==> src/rtl/fetch_stage_pkg.sv <==
// Shared processor constants and types for the instruction fetch stage.
// Holds the bubble encoding, default reset PC and next-PC helpers.
package fetch_stage_pkg;

    localparam logic [31:0] DEFAULT_RESET_PC = 32'h0000_0000;
    localparam logic [31:0] DEFAULT_NOP_WORD = 32'h0000_0000;
    localparam logic [31:0] BUBBLE_PC_PLUS4  = 32'h0000_0000;
    localparam logic        BUBBLE_VALID     = 1'b0;

    typedef struct packed {
        logic [31:0] instr;
        logic [31:0] pc_plus4;
        logic        valid;
    } ifid_t;

    typedef enum logic [1:0] {
        PC_SEL_BRANCH = 2'd0,
        PC_SEL_JUMP   = 2'd1,
        PC_SEL_HOLD   = 2'd2,
        PC_SEL_ADV    = 2'd3
    } pc_sel_e;

    function automatic ifid_t ifid_bubble(input logic [31:0] nop_word);
        ifid_t b;
        b.instr    = nop_word;
        b.pc_plus4 = BUBBLE_PC_PLUS4;
        b.valid    = BUBBLE_VALID;
        return b;
    endfunction

    function automatic logic [31:0] word_align(input logic [31:0] addr);
        return {addr[31:2], 2'b00};
    endfunction

    // Wraps naturally at 2^32 because the sum is truncated to 32 bits.
    function automatic logic [31:0] pc_inc(input logic [31:0] pc);
        return pc + 32'd4;
    endfunction

endpackage

==> src/rtl/pc_unit.sv <==
// Program counter register with its redirect/stall priority mux.
// Redirects override a stall; reset overrides everything.
module pc_unit
    import fetch_stage_pkg::*;
#(
    parameter logic [31:0] RESET_PC = DEFAULT_RESET_PC
) (
    input  logic        clk,
    input  logic        reset,
    input  logic        stall,
    input  logic        branch_taken,
    input  logic [31:0] branch_target,
    input  logic        jump,
    input  logic [31:0] jump_target,
    output logic [31:0] pc,
    output logic [31:0] pc_plus4
);

    pc_sel_e     pc_sel_s;
    logic [31:0] pc_next_s;
    logic [31:0] pc_r;

    // Select the next-PC source by priority.
    always_comb begin
        pc_sel_s = PC_SEL_ADV;
        if (branch_taken) begin
            pc_sel_s = PC_SEL_BRANCH;
        end else if (jump) begin
            pc_sel_s = PC_SEL_JUMP;
        end else if (stall) begin
            pc_sel_s = PC_SEL_HOLD;
        end else begin
            pc_sel_s = PC_SEL_ADV;
        end
    end

    // Form the next PC from the selected source.
    always_comb begin
        pc_next_s = pc_inc(pc_r);
        case (pc_sel_s)
            PC_SEL_BRANCH: pc_next_s = word_align(branch_target);
            PC_SEL_JUMP:   pc_next_s = word_align(jump_target);
            PC_SEL_HOLD:   pc_next_s = pc_r;
            PC_SEL_ADV:    pc_next_s = pc_inc(pc_r);
            default:       pc_next_s = RESET_PC;
        endcase
    end

    // PC register with synchronous reset.
    always_ff @(posedge clk) begin
        if (reset) begin
            pc_r <= word_align(RESET_PC);
        end else begin
            pc_r <= pc_next_s;
        end
    end

    assign pc       = pc_r;
    assign pc_plus4 = pc_inc(pc_r);

endmodule

==> src/rtl/fetch_stage.sv <==
// Instruction fetch stage: drives the instruction memory address from the PC
// and captures the fetched word into the IF/ID pipeline register.
module fetch_stage
    import fetch_stage_pkg::*;
#(
    parameter logic [31:0] RESET_PC = DEFAULT_RESET_PC,
    parameter logic [31:0] NOP_WORD = DEFAULT_NOP_WORD
) (
    input  logic        Clk,
    input  logic        Reset,
    input  logic        Stall,
    input  logic        Flush,
    input  logic        BranchTaken,
    input  logic [31:0] BranchTarget,
    input  logic        Jump,
    input  logic [31:0] JumpTarget,
    output logic [31:0] IMemAddr,
    input  logic [31:0] IMemData,
    output logic [31:0] IfIdInstruction,
    output logic [31:0] IfIdPCPlus4,
    output logic        IfIdValid
);

    logic [31:0] pc_s;
    logic [31:0] pc_plus4_s;
    ifid_t       ifid_next_s;
    ifid_t       ifid_r;

    pc_unit #(
        .RESET_PC (RESET_PC)
    ) u_pc_unit (
        .clk           (Clk),
        .reset         (Reset),
        .stall         (Stall),
        .branch_taken  (BranchTaken),
        .branch_target (BranchTarget),
        .jump          (Jump),
        .jump_target   (JumpTarget),
        .pc            (pc_s),
        .pc_plus4      (pc_plus4_s)
    );

    // Any redirect or flush squashes the word fetched this cycle.
    always_comb begin
        ifid_next_s = ifid_r;
        if (BranchTaken || Jump || Flush) begin
            ifid_next_s = ifid_bubble(NOP_WORD);
        end else if (Stall) begin
            ifid_next_s = ifid_r;
        end else begin
            ifid_next_s.instr    = IMemData;
            ifid_next_s.pc_plus4 = pc_plus4_s;
            ifid_next_s.valid    = 1'b1;
        end
    end

    // IF/ID pipeline register with synchronous reset to a bubble.
    always_ff @(posedge Clk) begin
        if (Reset) begin
            ifid_r <= ifid_bubble(NOP_WORD);
        end else begin
            ifid_r <= ifid_next_s;
        end
    end

    assign IMemAddr        = pc_s;
    assign IfIdInstruction = ifid_r.instr;
    assign IfIdPCPlus4     = ifid_r.pc_plus4;
    assign IfIdValid       = ifid_r.valid;

endmodule
==> config.mk <==
export PLATFORM = sky130hd
export DESIGN_NAME = fetch_stage
export DESIGN_NICKNAME = d
export VERILOG_FILES = /design/src/rtl/fetch_stage_pkg.sv /design/src/rtl/pc_unit.sv /design/src/rtl/fetch_stage.sv
export SDC_FILE = /design/constraint.sdc
export NUM_CORES = 1
export LEC_CHECK = 0
export CAP_MARGIN = 15
export CORE_MARGIN = 1.5
export CORE_UTILIZATION = 43
export DETAILED_ROUTE_END_ITERATION = 8
export PLACE_DENSITY = 0.82
export SLEW_MARGIN = 20
export SYNTH_ARGS = -nofsm -noshare
export SYNTH_HDL_FRONTEND = slang
export SYNTH_SLANG_ARGS = --single-unit
==> constraint.sdc <==
create_clock -name Clk -period 1.9 [get_ports Clk]
set_input_delay 0.38 -clock Clk [delete_from_list [all_inputs] [get_ports Clk]]
set_output_delay 0.38 -clock Clk [all_outputs]
set_load 0.005 [all_outputs]
==> reports/metrics.cfg <==
[critical_path]
r2r_cells = 6
cp_max_fo = 6
cp_common_cell = o21ai_0
critPathCaptureType = flip-flop
crit_slowest_cell = clkdlybuf4s50_1
max_stage_delay_ns = 0.53
cp.arrival_ns = 2.11
cp.required_ns = 2.17
crit_type = in -> reg
cp_cell_sequence = clkdlybuf4s50_1 > nor2b_1 > buf_4 > a21oi_1 > o21ai_0 > o21ai_0 > a211oi_1
startpoint_type = primary input

[clocking]
clk_pin_slew_ns = 0.09
clk_path_buf_depth = 2
cts_sinks = 93
numCtsBuffers = 9
cts_tree = yes
cts_root_buf = clkbuf_8
clock_latency_ns = 0.37
htreeDepth = 3

[pwr]
power_mw = 4.19
power_density_nw_per_um2 = 592
peakVddDrop_mv = 0.401
leakage_nw = 2.62

[outcome]
status = completed

[logic_synthesis]
ys_types = 52
ys_warn_count = 0
synthCells = 546
synthArstFlopShare_pct = 0
synth.area.top_cells = dfxtp_1 41%, mux2i_1 8.8%, a21oi_1 6.9%
netlist_area_um2 = 4550
ys_seq_area_share_pct = 40.9
ys_ff_latch = 93
synth_area_leader_cell = dfxtp_1
synth_edf_count = 0
ys.flop_type = dfxtp_1
yosys.area.top_type_share_pct = 40.9
syn_area_per_cell_um2 = 8.34

[detailed_routing]
dr.max_layer_used = met4
wl_per_cell_um = 17.0
wl_met2_um = 7340
vias_per_cell = 5.44
vias = 4894
drt_iter0_drc = 293
wl_um = 15300
first_pass_iters = 6
ant_nets = 0
wl_met1_um = 5910
met3WireLength_um = 1640
drc = 0

[floorplanning]
die_height_um = 106
num_rows = 37
io_pins = 199
start_util_pct = 44.3
die_area_um2 = 11200
core_area_um2 = 10300
dieWidth_um = 106

[grt]
grt_pass1_wl_um = 24800
grt_max_degree = 51
antenna_found_initial = 0
grtUsageTotal_pct = 27.8
overflow = 0
grt_pass1_vias = 5022

[finish]
final_common_cell = clkdlybuf4s50_1
antenna_cells = 0
drive_above_1_share_pct = 11.8
final_cell_mix = 188 x clkdlybuf4s50_1, 93 x dfxtp_1, 71 x nor2_1, 63 x a21oi_1, 56 x buf_4
syn2layout_area_growth_pct = 55.2
fillers = 854
nNetsFinal = 862

[timing]
setup_viol = 0
rsz0062_at_grt = false
skew_ns = 0.0179
hold_viol_final = 0
layout_setup_ws_ns = 0.0632
fin_crit_sh_pct = 96.7
period_needed_ns = 1.84
slew_viol_final = 0
fmax_mhz = 544
finalSetupTns_ns = 0

[job]
maxCapViolCount = 0

[hold_path]
hold_depth = 2
hold_path_class = reg -> reg

[placed_design]
place_congestion = 0.940
hpwl_um = 11700
io_buffers = 190
pre_cts_slack_ns = -0.287

## state kept, by name, summed over array words and instances, names as in the netlist
register / cells
u_pc_unit.pc: 30
IfIdPCPlus4: 30
IfIdInstruction: 32
IfIdValid: 1
## metal layers
metal | vias up | track usage, %
met5 | - | 0
met4 | 0 | 8.88
met3 | 35 | 8.89
met2 | 271 | 48.0
met1 | 2250 | 32.6
li1 | 2338 | -
## cells in the mapped netlist, types with 6 or more instances
| cell type | number |
|---|---|
| nand4_1 | 9 |
| buf_2 | 10 |
| nand3_1 | 13 |
| dfxtp_1 | 93 |
| inv_1 | 6 |
| mux2i_1 | 40 |
| nor3_1 | 12 |
| nand2_1 | 40 |
| buf_4 | 6 |
| xnor2_1 | 23 |
| o22ai_1 | 6 |
| xor2_1 | 6 |
| clkbuf_1 | 27 |
| o21ai_0 | 36 |
| nand3b_1 | 12 |
| a211oi_1 | 9 |
| nor2_1 | 71 |
| and4_1 | 7 |
| a21oi_1 | 63 |
## power by group
group	switching [mW]	leakage (nW)	internal [mW]
logic	0.383	1.78	0.496
registers	0.0468	0.756	2.01
clock network	0.733	0.0868	0.521
total	1.16	2.62	3.02
## critical path: cells and delay by family
| family | cells | cell delay (ns) |
|---|---|---|
| buffers and inverters | 2 | 0.73 |
| AOI/OAI and AO/OA | 4 | 0.69 |
| and+or+nand+nor | 1 | 0.29 |
## cells by family after synthesis
family	share of synthesized area [%]
simple gates	21.0
buf+inv	5.47
fa+ha+maj	0.275
xor+xnor	5.58
flops	40.9
other cells	0.0824
mux	8.79
compound gates	17.9
## metrics by stage
| stage | hold slack, ns | utilization, % | std cells | area [um^2] |
|---|---|---|---|---|
| 6_report | 0.470 | 68.8 | 900 | 7070 |
| 5_1_grt | 0.509 | 68.8 | 900 | 7070 |
| 4_1_cts | 0.471 | 68.4 | 899 | 7030 |
| 3_5_place_dp | 0.456 | 66.7 | 883 | 6850 |
| 3_3_place_gp | 0.437 | 66.7 | 883 | 6850 |
| 2_1_floorplan | 0.451 | - | 549 | 4560 |
## final cells by class
type                       instances  area [um^2]  share of cell area [%]
multi-input combinational        401         2480                    35.1
sequential                        93         1860                    26.3
inverter                           7         26.3                   0.372
timing repair buffer             247         2350                    33.2
clock inverter                     4         33.8                   0.478
tap                              136          170                    2.41
clock buffer                      12          145                    2.05
## worst paths after layout
kind,startpoint,to,slack [ns]
max,Jump,u_pc_unit.pc[7]$_SDFFE_PP0P_,0.06
min,IfIdPCPlus4[16]$_SDFFE_PP0N_,IfIdPCPlus4[16]$_SDFFE_PP0N_,0.47
max reg2reg,u_pc_unit.pc[14]$_SDFFE_PP0P_,IfIdPCPlus4[30]$_SDFFE_PP0N_,0.12
min reg2reg,IfIdPCPlus4[16]$_SDFFE_PP0N_,IfIdPCPlus4[16]$_SDFFE_PP0N_,0.47
## what timing repair did
action                                  CTS  global route
resized for setup                         1             6
hold buffers                              0             0
pin swaps                                 0             1
endpoints found under the setup margin    3            10
buffers inserted                          0             1
(Power assumes the default switching activity.)
